--- src/rtl/fp16_pkg.sv ---
// ---------------------------------------------------------------------------
// fp16_pkg
// Shared definitions for the FP16 multiplier scheduler slice: operand width,
// FP16 field layout (sign / exponent / mantissa) and the scheduler state type.
// ---------------------------------------------------------------------------
package fp16_pkg;

   localparam int FP16_W        = 16;
   localparam int FP16_MAN_W    = 10;
   localparam int FP16_EXP_W    = 5;
   localparam int FP16_MAN_LSB  = 0;
   localparam int FP16_EXP_LSB  = 10;
   localparam int FP16_SIGN_BIT = 15;

   typedef logic [FP16_W-1:0] fp16_t;

   typedef enum logic {
      RUN   = 1'b0,
      FLUSH = 1'b1
   } sched_state_t;

endpackage

--- src/rtl/fp16_mul_sched_if.sv ---
// ---------------------------------------------------------------------------
// fp16_mul_sched_if
// Requester-side bus of the scheduler: per-requester operand handshake and
// the shared result strobe.
//   req_valid[NREQ]   requester -> scheduler, operand pair valid
//   req_ready[NREQ]   scheduler -> requester, one-hot accept
//   req_a/req_b       packed FP16 operands, requester i at [16i+15:16i]
//   rsp_valid/id/data one-cycle result strobe with originating requester
// master: requester side, slave: scheduler side.
// ---------------------------------------------------------------------------
interface fp16_mul_sched_if #(
   parameter int NREQ = 4
) ();
   import fp16_pkg::*;

   localparam int ID_W = $clog2(NREQ);

   logic [NREQ-1:0]        req_valid;
   logic [NREQ-1:0]        req_ready;
   logic [FP16_W*NREQ-1:0] req_a;
   logic [FP16_W*NREQ-1:0] req_b;
   logic                   rsp_valid;
   logic [ID_W-1:0]        rsp_id;
   fp16_t                  rsp_data;

   modport master (
      output req_valid, req_a, req_b,
      input  req_ready, rsp_valid, rsp_id, rsp_data
   );

   modport slave (
      input  req_valid, req_a, req_b,
      output req_ready, rsp_valid, rsp_id, rsp_data
   );

endinterface

--- src/rtl/fp16_tag_fifo.sv ---
// ---------------------------------------------------------------------------
// fp16_tag_fifo
// In-order tag FIFO holding the requester ID of every operation in flight.
// Read data is the current head (first-word fall-through).
//   clk, rst_n   clock, asynchronous active-low reset
//   push/wr_data enqueue a tag (ignored when full)
//   pop          dequeue the head (ignored when empty)
//   flush        drop all entries; wins over push/pop
//   rd_data      head tag
//   empty/full/count  occupancy
// ---------------------------------------------------------------------------
module fp16_tag_fifo #(
   parameter  int DEPTH = 4,
   parameter  int W     = 2,
   localparam int AW    = $clog2(DEPTH),
   localparam int CW    = AW + 1
) (
   input  logic          clk,
   input  logic          rst_n,
   input  logic          push,
   input  logic          pop,
   input  logic          flush,
   input  logic [W-1:0]  wr_data,
   output logic [W-1:0]  rd_data,
   output logic          empty,
   output logic          full,
   output logic [CW-1:0] count
);

   logic [W-1:0]  mem [DEPTH];
   logic [AW-1:0] wr_ptr_reg;
   logic [AW-1:0] rd_ptr_reg;
   logic [CW-1:0] count_reg;
   logic          do_push;
   logic          do_pop;

   assign empty   = (count_reg == '0);
   assign full    = (count_reg == CW'(DEPTH));
   assign do_push = push && !full && !flush;
   assign do_pop  = pop && !empty && !flush;
   assign rd_data = mem[rd_ptr_reg];
   assign count   = count_reg;

   // Storage carries no reset: an entry is only read after it was written.
   always_ff @(posedge clk) begin
      if (do_push) begin
         mem[wr_ptr_reg] <= wr_data;
      end
   end

   // Pointers wrap naturally because DEPTH is a power of two.
   always_ff @(posedge clk or negedge rst_n) begin
      if (!rst_n) begin
         wr_ptr_reg <= '0;
         rd_ptr_reg <= '0;
         count_reg  <= '0;
      end else if (flush) begin
         wr_ptr_reg <= '0;
         rd_ptr_reg <= '0;
         count_reg  <= '0;
      end else begin
         if (do_push) wr_ptr_reg <= wr_ptr_reg + 1'b1;
         if (do_pop)  rd_ptr_reg <= rd_ptr_reg + 1'b1;
         count_reg <= count_reg + CW'(do_push) - CW'(do_pop);
      end
   end

endmodule

--- src/rtl/fp16_mul_sched.sv ---
// ---------------------------------------------------------------------------
// fp16_mul_sched
// Round-robin scheduler sharing one FP16 multiplier among NREQ requesters.
// At most one operation is issued per cycle; returning products are matched
// to requesters through an in-order tag FIFO. If the oldest operation waits
// TIMEOUT cycles, the multiplier is reset for two cycles and all in-flight
// work is dropped.
//   clk, rst_n          clock, asynchronous active-low reset
//   bus (slave)         requester handshakes and result strobe
//   mul_data1/2         operands to the multiplier (held when idle)
//   mul_input_valid     one-cycle pulse per issued operation
//   mul_rst             active-high multiplier reset
//   mul_datanew         multiplier result
//   mul_output_update   multiplier result strobe, in issue order
//   busy                operations in flight
//   err_timeout         sticky, multiplier timed out
//   err_spurious        sticky, result strobe with nothing in flight
// ---------------------------------------------------------------------------
module fp16_mul_sched
   import fp16_pkg::*;
#(
   parameter int NREQ    = 4,
   parameter int DEPTH   = 4,
   parameter int TIMEOUT = 64
) (
   input  logic            clk,
   input  logic            rst_n,
   fp16_mul_sched_if.slave bus,
   output fp16_t           mul_data1,
   output fp16_t           mul_data2,
   output logic            mul_input_valid,
   output logic            mul_rst,
   input  fp16_t           mul_datanew,
   input  logic            mul_output_update,
   output logic            busy,
   output logic            err_timeout,
   output logic            err_spurious
);

   localparam int ID_W  = $clog2(NREQ);
   localparam int CNT_W = $clog2(DEPTH) + 1;
   localparam int TMR_W = $clog2(TIMEOUT + 1);

   sched_state_t    state_reg, state_next;
   logic            flush_cnt_reg, flush_cnt_next;
   logic [ID_W-1:0] ptr_reg;
   logic [TMR_W-1:0] timer_reg;

   fp16_t           data1_reg, data2_reg, rsp_data_reg;
   logic            input_valid_reg, mul_rst_reg, rsp_valid_reg;
   logic [ID_W-1:0] rsp_id_reg;
   logic            err_timeout_reg, err_spurious_reg;

   logic [ID_W-1:0] rr_idx [NREQ];
   fp16_t           req_a_arr [NREQ];
   fp16_t           req_b_arr [NREQ];
   logic [NREQ-1:0] grant;
   logic [ID_W-1:0] grant_id;
   logic            grant_found;

   logic            fifo_empty, fifo_full;
   logic [ID_W-1:0] fifo_rd_id;
   logic [CNT_W-1:0] fifo_count;
   logic            arb_en, issue, ret, spur, timeout_hit;

   // Search order starting at the pointer, and unpacked operand views.
   genvar gi;
   generate
      for (gi = 0; gi < NREQ; gi++) begin : g_req
         assign rr_idx[gi]    = ID_W'((int'(ptr_reg) + gi) % NREQ);
         assign req_a_arr[gi] = bus.req_a[FP16_W*gi +: FP16_W];
         assign req_b_arr[gi] = bus.req_b[FP16_W*gi +: FP16_W];
      end
   endgenerate

   // A return and a timeout cannot coincide: a return restarts the timer.
   assign ret         = mul_output_update && (state_reg == RUN) && !fifo_empty;
   assign spur        = mul_output_update && (state_reg == RUN) && fifo_empty;
   assign timeout_hit = (state_reg == RUN) && !fifo_empty && !ret &&
                        (timer_reg == TMR_W'(TIMEOUT - 1));
   // No issue in the timeout cycle, so nothing is pushed into a flushing FIFO.
   assign arb_en      = (state_reg == RUN) && !fifo_full && !timeout_hit;
   assign issue       = grant_found;

   always_comb begin
      grant       = '0;
      grant_id    = '0;
      grant_found = 1'b0;
      if (arb_en) begin
         for (int k = 0; k < NREQ; k++) begin
            if (!grant_found && bus.req_valid[rr_idx[k]]) begin
               grant_found       = 1'b1;
               grant_id          = rr_idx[k];
               grant[rr_idx[k]]  = 1'b1;
            end
         end
      end
   end

   always_comb begin
      state_next     = state_reg;
      flush_cnt_next = flush_cnt_reg;
      case (state_reg)
         RUN: begin
            if (timeout_hit) begin
               state_next     = FLUSH;
               flush_cnt_next = 1'b0;
            end
         end
         FLUSH: begin
            flush_cnt_next = flush_cnt_reg + 1'b1;
            if (flush_cnt_reg) state_next = RUN;
         end
         default: state_next = RUN;
      endcase
   end

   always_ff @(posedge clk or negedge rst_n) begin
      if (!rst_n) begin
         state_reg     <= RUN;
         flush_cnt_reg <= 1'b0;
      end else begin
         state_reg     <= state_next;
         flush_cnt_reg <= flush_cnt_next;
      end
   end

   always_ff @(posedge clk or negedge rst_n) begin
      if (!rst_n) begin
         ptr_reg          <= '0;
         timer_reg        <= '0;
         data1_reg        <= '0;
         data2_reg        <= '0;
         input_valid_reg  <= 1'b0;
         mul_rst_reg      <= 1'b1;
         rsp_valid_reg    <= 1'b0;
         rsp_id_reg       <= '0;
         rsp_data_reg     <= '0;
         err_timeout_reg  <= 1'b0;
         err_spurious_reg <= 1'b0;
      end else begin
         if (issue) begin
            ptr_reg   <= (grant_id == ID_W'(NREQ - 1)) ? '0 : grant_id + 1'b1;
            data1_reg <= req_a_arr[grant_id];
            data2_reg <= req_b_arr[grant_id];
         end
         // Timer only runs while the oldest op is waiting for its result.
         if (ret || fifo_empty || timeout_hit) timer_reg <= '0;
         else                                  timer_reg <= timer_reg + 1'b1;
         input_valid_reg <= issue;
         mul_rst_reg     <= (state_next == FLUSH);
         rsp_valid_reg   <= ret;
         if (ret) begin
            rsp_id_reg   <= fifo_rd_id;
            rsp_data_reg <= mul_datanew;
         end
         if (timeout_hit) err_timeout_reg  <= 1'b1;
         if (spur)        err_spurious_reg <= 1'b1;
      end
   end

   fp16_tag_fifo #(
      .DEPTH (DEPTH),
      .W     (ID_W)
   ) u_tag_fifo (
      .clk     (clk),
      .rst_n   (rst_n),
      .push    (issue),
      .pop     (ret),
      .flush   (timeout_hit),
      .wr_data (grant_id),
      .rd_data (fifo_rd_id),
      .empty   (fifo_empty),
      .full    (fifo_full),
      .count   (fifo_count)
   );

   assign bus.req_ready   = grant;
   assign bus.rsp_valid   = rsp_valid_reg;
   assign bus.rsp_id      = rsp_id_reg;
   assign bus.rsp_data    = rsp_data_reg;
   assign mul_data1       = data1_reg;
   assign mul_data2       = data2_reg;
   assign mul_input_valid = input_valid_reg;
   assign mul_rst         = mul_rst_reg;
   assign busy            = (fifo_count != '0);
   assign err_timeout     = err_timeout_reg;
   assign err_spurious    = err_spurious_reg;

endmodule

--- src/flat_wrapper.sv ---
// flat-port wrapper written by rule: the top's interface ports become plain ports
module fp16_mul_sched_flat import fp16_pkg::*;
#(
   parameter int NREQ    = 4,
   parameter int DEPTH   = 4,
   parameter int TIMEOUT = 64
)
  (clk, rst_n, mul_data1, mul_data2, mul_input_valid, mul_rst, mul_datanew, mul_output_update, busy, err_timeout, err_spurious, bus_req_valid, bus_req_a, bus_req_b, bus_req_ready, bus_rsp_valid, bus_rsp_id, bus_rsp_data);
  fp16_mul_sched_if #(.NREQ(NREQ)) bus_i ();
  input  logic clk;
  input  logic rst_n;
  output fp16_t mul_data1;
  output fp16_t mul_data2;
  output logic mul_input_valid;
  output logic mul_rst;
  input  fp16_t mul_datanew;
  input  logic mul_output_update;
  output logic busy;
  output logic err_timeout;
  output logic err_spurious;
  input wire logic [$bits(bus_i.req_valid)-1:0] bus_req_valid;
  input wire logic [$bits(bus_i.req_a)-1:0] bus_req_a;
  input wire logic [$bits(bus_i.req_b)-1:0] bus_req_b;
  output wire logic [$bits(bus_i.req_ready)-1:0] bus_req_ready;
  output wire logic [$bits(bus_i.rsp_valid)-1:0] bus_rsp_valid;
  output wire logic [$bits(bus_i.rsp_id)-1:0] bus_rsp_id;
  output wire logic [$bits(bus_i.rsp_data)-1:0] bus_rsp_data;
  assign bus_i.req_valid = bus_req_valid;
  assign bus_i.req_a = bus_req_a;
  assign bus_i.req_b = bus_req_b;
  assign bus_req_ready = bus_i.req_ready;
  assign bus_rsp_valid = bus_i.rsp_valid;
  assign bus_rsp_id = bus_i.rsp_id;
  assign bus_rsp_data = bus_i.rsp_data;
  fp16_mul_sched #(.NREQ(NREQ), .DEPTH(DEPTH), .TIMEOUT(TIMEOUT)) u_core (.clk(clk), .rst_n(rst_n), .bus(bus_i), .mul_data1(mul_data1), .mul_data2(mul_data2), .mul_input_valid(mul_input_valid), .mul_rst(mul_rst), .mul_datanew(mul_datanew), .mul_output_update(mul_output_update), .busy(busy), .err_timeout(err_timeout), .err_spurious(err_spurious));
endmodule
--- config.mk ---
export PLATFORM = sky130hd
export DESIGN_NAME = fp16_mul_sched_flat
export DESIGN_NICKNAME = d
export VERILOG_FILES = /design/src/rtl/fp16_pkg.sv /design/src/rtl/fp16_mul_sched_if.sv /design/src/rtl/fp16_tag_fifo.sv /design/src/rtl/fp16_mul_sched.sv /design/src/flat_wrapper.sv
export SDC_FILE = /design/constraint.sdc
export NUM_CORES = 1
export LEC_CHECK = 0
export CORE_ASPECT_RATIO = 2
export CORE_MARGIN = 3
export CORE_UTILIZATION = 38
export DETAILED_ROUTE_END_ITERATION = 8
export GPL_TIMING_DRIVEN = 0
export PLACE_DENSITY = 0.89
export SLEW_MARGIN = 20
export SYNTH_ARGS = -nofsm -noshare
export SYNTH_HDL_FRONTEND = slang
export SYNTH_SLANG_ARGS = --single-unit
--- constraint.sdc ---
create_clock -name clk -period 3.1 [get_ports clk]
set_input_delay 0.31 -clock clk [delete_from_list [all_inputs] [get_ports clk]]
set_output_delay 0.31 -clock clk [all_outputs]
set_load 0.02 [all_outputs]
# [Word level (Yosys, flattened, before mapping)]
# Memories as Yosys holds them, arrays and structs flattened. A register that Yosys moved wholly into a read port is not among the register bits.
# Index checks and enable logic that the tools add are counted.
# Widths: inputs -> output; s select.
[totals] regBits=71 latchBits=0 ram_bits=8 mem_bits_ro=0 memories=1
[mem_list] memory="u_core.u_tag_fifo.mem" depth=4 word_bits=2 rd=1 rd_clocked_by_memory_dff=1 wr=1 line_no="fp16_tag_fifo.sv:30" rtl="logic [W-1:0] mem [DEPTH];"
[classes] addsub=10 n_mul=0 div=0 n_lt_le_gt_ge=9 eq_ne=4 shift=0 mux=57 n_bitwise=5 reduce_logical=33
[op_table] cell="$bmux 16 s2" n=2
[op_table] cell="$mux 16" n=4
[op_table] cell="$mux 4" n=8
[op_table] cell="$mux 1" n=21
[op_table] cell="$mux 2" n=10
[op_table] cell="$logic_and 1x1->1" n=19
[op_table] cell="$lt 2x3->1 const B" n=4
[op_table] cell="$or 4x4->4" n=3
[op_table] cell="$add 2x1->2 const B" n=4
[op_table] cell="$bmux 1 s2" n=4
[op_table] cell="$demux 1 s2" n=4
[op_table] cell="$ge 2x1->1 const B" n=4
[op_table] cell="$logic_not 1->1" n=8
[op_table] cell="$add 7x1->7 const B" n=1
[op_table] cell="$eq 7x6->1 const B" n=1
[op_table] cell="$mux 7" n=1
[op_table] cell="$add 2x2->2 const B" n=2
[op_table] cell="$pmux 1 s2" n=2
[op_table] cell="$reduce_bool 2->1" n=2
[op_table] cell="$add 3x1->3" n=1
[op_table] cell="$eq 3x3->1 const B" n=1
[op_table] cell="$ge 3x3->1 const B" n=1
[op_table] cell="$logic_not 3->1" n=1
[op_table] cell="$mux 3" n=1
[op_table] cell="other kinds (8)" n=9

# [Logic depth before layout (Yosys ltp)]
[depth] word_depth=26 mapped_depth=15 depth_no_buf=14

# [Modules after synthesis]
# A second synthesis with hierarchy kept.
[unflattened] cells_unflattened=503 area_unflattened_um2=5215.0
[by_module_without_submodules] module="fp16_mul_sched" instances=1 cells_each=447 area_per_inst_um2=4469.3
[by_module_without_submodules] module="fp16_tag_fifo" instances=1 cells_each=56 area_per_inst_um2=745.7

# [Least setup slack after synthesis]
# No wires, ideal clock.
[synth_timing] path_kind="register to register" from="register u_core.u_tag_fifo.count_reg[1], in the netlist u_core.u_tag_fifo.count[1]" to="register u_core.u_tag_fifo.count_reg[2], in the netlist u_core.u_tag_fifo.count[2]" setup_ps=135 t_arrival_ps=2871 t_required_ps=2965 setup_slack_ps=94 stages_incl_launch_ff=16 path_cell_list="dfrtp_1 nor3_2 inv_1 nand4b_2 nand2_1 nor2_2 inv_2 clkbuf_1 ha_1 inv_1 ha_1 inv_1 fa_1 xor2_1 xnor2_1 nor2_1"
[synth_between] elab_chain_len=14 elab_cells_between_ends=20 cone_classes="2 x add/sub; 1 x eq/ne; 2 x mux; 15 x reduce/logical"
[synth_lines] element="from (decl)" line_no="fp16_tag_fifo.sv:33" rtl="logic [CW-1:0] count_reg;"
[synth_lines] element="from (signal assigned)" line_no="fp16_tag_fifo.sv:64" rtl="count_reg <= count_reg + CW'(do_push) - CW'(do_pop);"
[synth_lines] element="$logic_not 3->1" line_no="fp16_tag_fifo.sv:37" rtl="assign empty = (count_reg == '0);"
[synth_lines] element="$logic_not 1->1" line_no="fp16_mul_sched.sv:77, fp16_mul_sched.sv:79"
[synth_lines] element="$logic_and 1x1->1" line_no="fp16_mul_sched.sv:77" rtl="assign ret = mul_output_update && (state_reg == RUN) && !fifo_empty;"
[synth_lines] element="$logic_not 1->1" line_no="fp16_mul_sched.sv:79" rtl="assign timeout_hit = (state_reg == RUN) && !fifo_empty && !ret &&"
[synth_lines] element="$logic_and 1x1->1 (2 in a row)" line_no="fp16_mul_sched.sv:79"
[synth_lines] element="$logic_not 1->1" line_no="fp16_mul_sched.sv:82" rtl="assign arb_en = (state_reg == RUN) && !fifo_full && !timeout_hit;"
[synth_lines] element="$logic_and 1x1->1 (*)" line_no="fp16_mul_sched.sv:82"
[synth_lines] element="$mux 1 (*)" line_no="fp16_mul_sched.sv:89" rtl="if (arb_en) begin"
[synth_lines] element="named net u_core.grant_found" line_no="fp16_mul_sched.sv:59" rtl="logic grant_found;"
[synth_lines] element="$logic_and 1x1->1 (*) (2 in a row)" line_no="fp16_tag_fifo.sv:39" rtl="assign do_push = push && !full && !flush;"
[synth_lines] element="$add 3x1->3 (*)" line_no="fp16_tag_fifo.sv:64"
[synth_lines] element="$sub 3x1->3 (*)" line_no="fp16_tag_fifo.sv:64"
[synth_lines] element="$mux 3 (*)" line_no="fp16_tag_fifo.sv:57" rtl="end else if (flush) begin"
# The timed path passes the listed nets; every way through them passes the cells marked *.
# A chain may end at the register's enable or synchronous reset.

# [Worst setup path after layout]
[layout_timing] from="register u_core.ptr_reg[0]" to="output port bus_req_ready[2]"
[layout_between] elab_chain_len=16 elab_cells_between_ends=54 cone_classes="3 x add/sub; 8 x order compare; 30 x mux; 3 x bitwise; 10 x reduce/logical"
[layout_lines] element="from (decl)" line_no="fp16_mul_sched.sv:46" rtl="logic [ID_W-1:0] ptr_reg;"
[layout_lines] element="from (signal assigned)" line_no="fp16_mul_sched.sv:143" rtl="ptr_reg <= (grant_id == ID_W'(NREQ - 1)) ? '0 : grant_id + 1'b1;"
[layout_lines] element="parallel branches: the longest is 14 deep, another holds $lt 2x3->1"
[layout_lines] element="$mux 4 (*)" line_no="fp16_mul_sched.sv:91" rtl="if (!grant_found && bus.req_valid[rr_idx[k]]) begin"
[layout_lines] element="$mux 4 (*)" line_no="fp16_mul_sched.sv:89"
[layout_lines] element="to (decl)" line_no="flat_wrapper.sv:24" rtl="output wire logic [$bits(bus_i.req_ready)-1:0] bus_req_ready;"
# Every way passes the cells marked *. The select of a mux whose other input is x is not followed.

==> run metrics <==
TritonCTS Buffers=9; cell taking the most area after synthesis=dfrtp_1; wire per inst=about 18 microns; CP endpoint kind=output port; Placed Area=0.00676 sq mm; final setup TNS=0 ps; fraction of registers with async set/reset=90.1%; syn avg cell area=11.7 sq um; Final min period=2950 ps; die span in y=about 160 microns; WP data arrival=2640 ps; DRC errors left=0; sequential-to-total area share from yosys stat=46.4%; Nets=between 700 and 800; largest net degree at the start of global routing=39; Leak=3.02 nW; largest family of logic cells by synthesized area=multiplexers; total number of vias=4,051; XOR/XNOR Fraction of Synth Area=1.96%; final wirelength=14.0 mm; layout cell share with drive strength beyond 1=15.9%; Slew headroom=62.5%; Max H-tree Level=3; vias per inst=5.31; DRT iter0 DRCs=181; Setup Viol. Count Final=0; Max Slew Vio Count=0; global-route wire length before repair=22.4 mm; simple-gate portion of the synthesized area=10.6%; leading cell type by number of instances after synthesis=dfrtp_1; startpoint types=flip-flop; ANT nets after route=0; Post-DP HPWL=11.1 mm; Main synth FF type=dfrtp_1; Max clock buf depth=2; number of synthesized flops with an enable pin=8; final hold violations=0; skew final=9.38 ps; core region area=0.0114 sq mm; PwrDens=1100 mW/mm^2; Yosys Warn Count=0; clock latency on the worst-skew pair=340 ps; period utilization=a little over nine tenths; IO Pins=211; die area=0.0132 sq mm; root buffer cell=clkbuf_16; VDD IR max=706 uV; syn nets=549; Synth Register Bits=just over 80; Reg clk slew, reported paths=~60 ps; ranking of synthesized cells by instance count=dfrtp_1 (72), mux2i_1 (66), nand2_1 (38); antenna violations before repair=0; Synth Instances=roughly 380; CTS Sinks=just over 80; maximum clock rate=339 MHz; top-area cell type share of the netlist area=40.4%; vias in the first global route=around 4,600; First-pass DRT Iterations=5; Required @ worst endpoint=2790 ps; Site Rows=55; chip width=82.6 microns; CP max FO=10; Initial Util=39.1%; Design Area, Final=between 0.007 and 0.008 sq mm; area grow syn2layout=62.8%; ANT cells=0; Synth Area in Compound Gates=approximately a tenth; I/O Buffers=210; Synth Area in Adders=4.66%; max cap viols=0; kind of critical path=reg2out; status=finished, final reports clean; Hold WC Path Type=reg2reg; Synth cell types=46; actual slew at the worst max-slew pin=561 ps; Placer Congestion=0.832; ranking of synthesized cells by area=dfrtp_1 (40%), mux2i_1 (15%), o221ai_1 (6.3%); post-synthesis mux area share=between 20% and 30%; Remaining Overflow, GRT=0; Global Route Usage Sum=22.5%; CTS tree=yes; Mapped Area=0.00446 sq mm
stage by stage:
step / hold WS (ps) / utilization, % / cells / power, mW / setup slack (ps)
after CTS: 467 / 62.6 / 753 / 7.84 / 18.5
after global placement: 439 / 59.0 / 734 / 6.46 / -713
after detailed placement: 299 / 59.2 / 735 / 6.68 / -712
after floorplan: 14.4 / - / 382 / 4.93 / 94.2
after global routing: 480 / 63.6 / 763 / 8.51 / -22.3
final: 460 / 63.6 / 763 / 7.97 / 153
path summary, 6_finish.rpt:
| kind | cells past startpoint | slack [ps] | endpoint | from |
|---|---|---|---|---|
| max | 9 | 150 | bus_req_ready[2] | u_core.ptr_reg[0]$_DFFE_PN0N_ |
| min | 1 | 460 | u_core.err_spurious$_DFFE_PN0P_ | u_core.err_spurious$_DFFE_PN0P_ |
| max reg2reg | 15 | 180 | u_core.u_tag_fifo.count[2]$_DFF_PN0_ | u_core.timer_reg[0]$_DFF_PN0_ |
| min reg2reg | 1 | 460 | u_core.err_spurious$_DFFE_PN0P_ | u_core.err_spurious$_DFFE_PN0P_ |
| max in group asynchronous | 3 | 2020 | u_core.mul_rst$_DFF_PN1_ | rst_n |
| min in group asynchronous | 2 | 470 | u_core.timer_reg[3]$_DFF_PN0_ | rst_n |
routing by layer:
metal | global-route usage (%) | vias up | part of all wire, % | wire length, microns
li1 | - | 1874 | - | -
met1 | 22.0 | 1923 | 33 | 4580
met2 | 40.2 | 221 | 56 | 7820
met3 | 6.91 | 33 | 7.9 | 1110
met4 | 12.0 | 0 | 3.5 | 495
met5 | 0 | - | 0 | 0
repair_timing:
action / CTS / global route
hold buffers: 1 / 0
buffers inserted: 2 / 10
pin swaps: 1 / 4
endpoints found under the setup margin: 42 / 41
endpoints found under the hold margin: 35 / 0
resized for setup: 36 / 10
critical path: stages, from the launching register on:
cell             delay [ps]
dfrtp_2                 350
buf_4                   180
clkinvlp_4              140
ha_4                    320
mux4_2                  400
nor3_2                  200
nor2b_4                 230
a221oi_1                 90
nor2_1                  110
clkdlybuf4s15_2         270
power by group:
part           total (mW)  switching [mW]  internal [mW]  leakage, nW
Sequential           1.87           0.279           1.59        0.950
Clock                1.03           0.452          0.575        0.141
Combinational        5.07            2.61           2.46         1.93
Total                7.97            3.34           4.63         3.02
logic make-up after synthesis:
logic type | Yosys count
flip-flops | 81
adder cells (fa/ha/maj) | 16
AO/OA/AOI/OAI | 54
buffers and inverters | 31
multiplexers | 92
XOR/XNOR | 10
AND/OR/NAND/NOR | 98
layout make-up:
class / count / area, sq um
Sequential cell: 81 / 2070
Tap cell: 142 / 178
Inverter: 10 / 43.8
Clock buffer: 10 / 239
Timing Repair Buffer: 224 / 2230
Buffer: 20 / 156
Multi-Input combinational cell: 270 / 2290
Clock inverter: 6 / 50.0
Fill cell: 939 / 4160
cell usage in the layout (no fill, tap or decap), drive strengths merged, types with 2 or more instances in the layout:
cell type and n:
clkinvlp 2, mux4 5, nand2 38, nor2 28, buf 23, nor3 3
dfrtp 72, ha 15, a21oi 5, clkinv 2, clkdlybuf4s15 3, clkbuf 22
o21ai 4, a221oi 4, nor2b 5, mux2 21, and3 3, mux2i 66
or3 2, nand3 3, edfxtp 8, and2 8, xor2 4, xnor2 6
nand2b 3, clkdlybuf4s50 205, inv 12, a22oi 4, o221ai 32
Note: power is estimated with default switching activity, not from simulation.
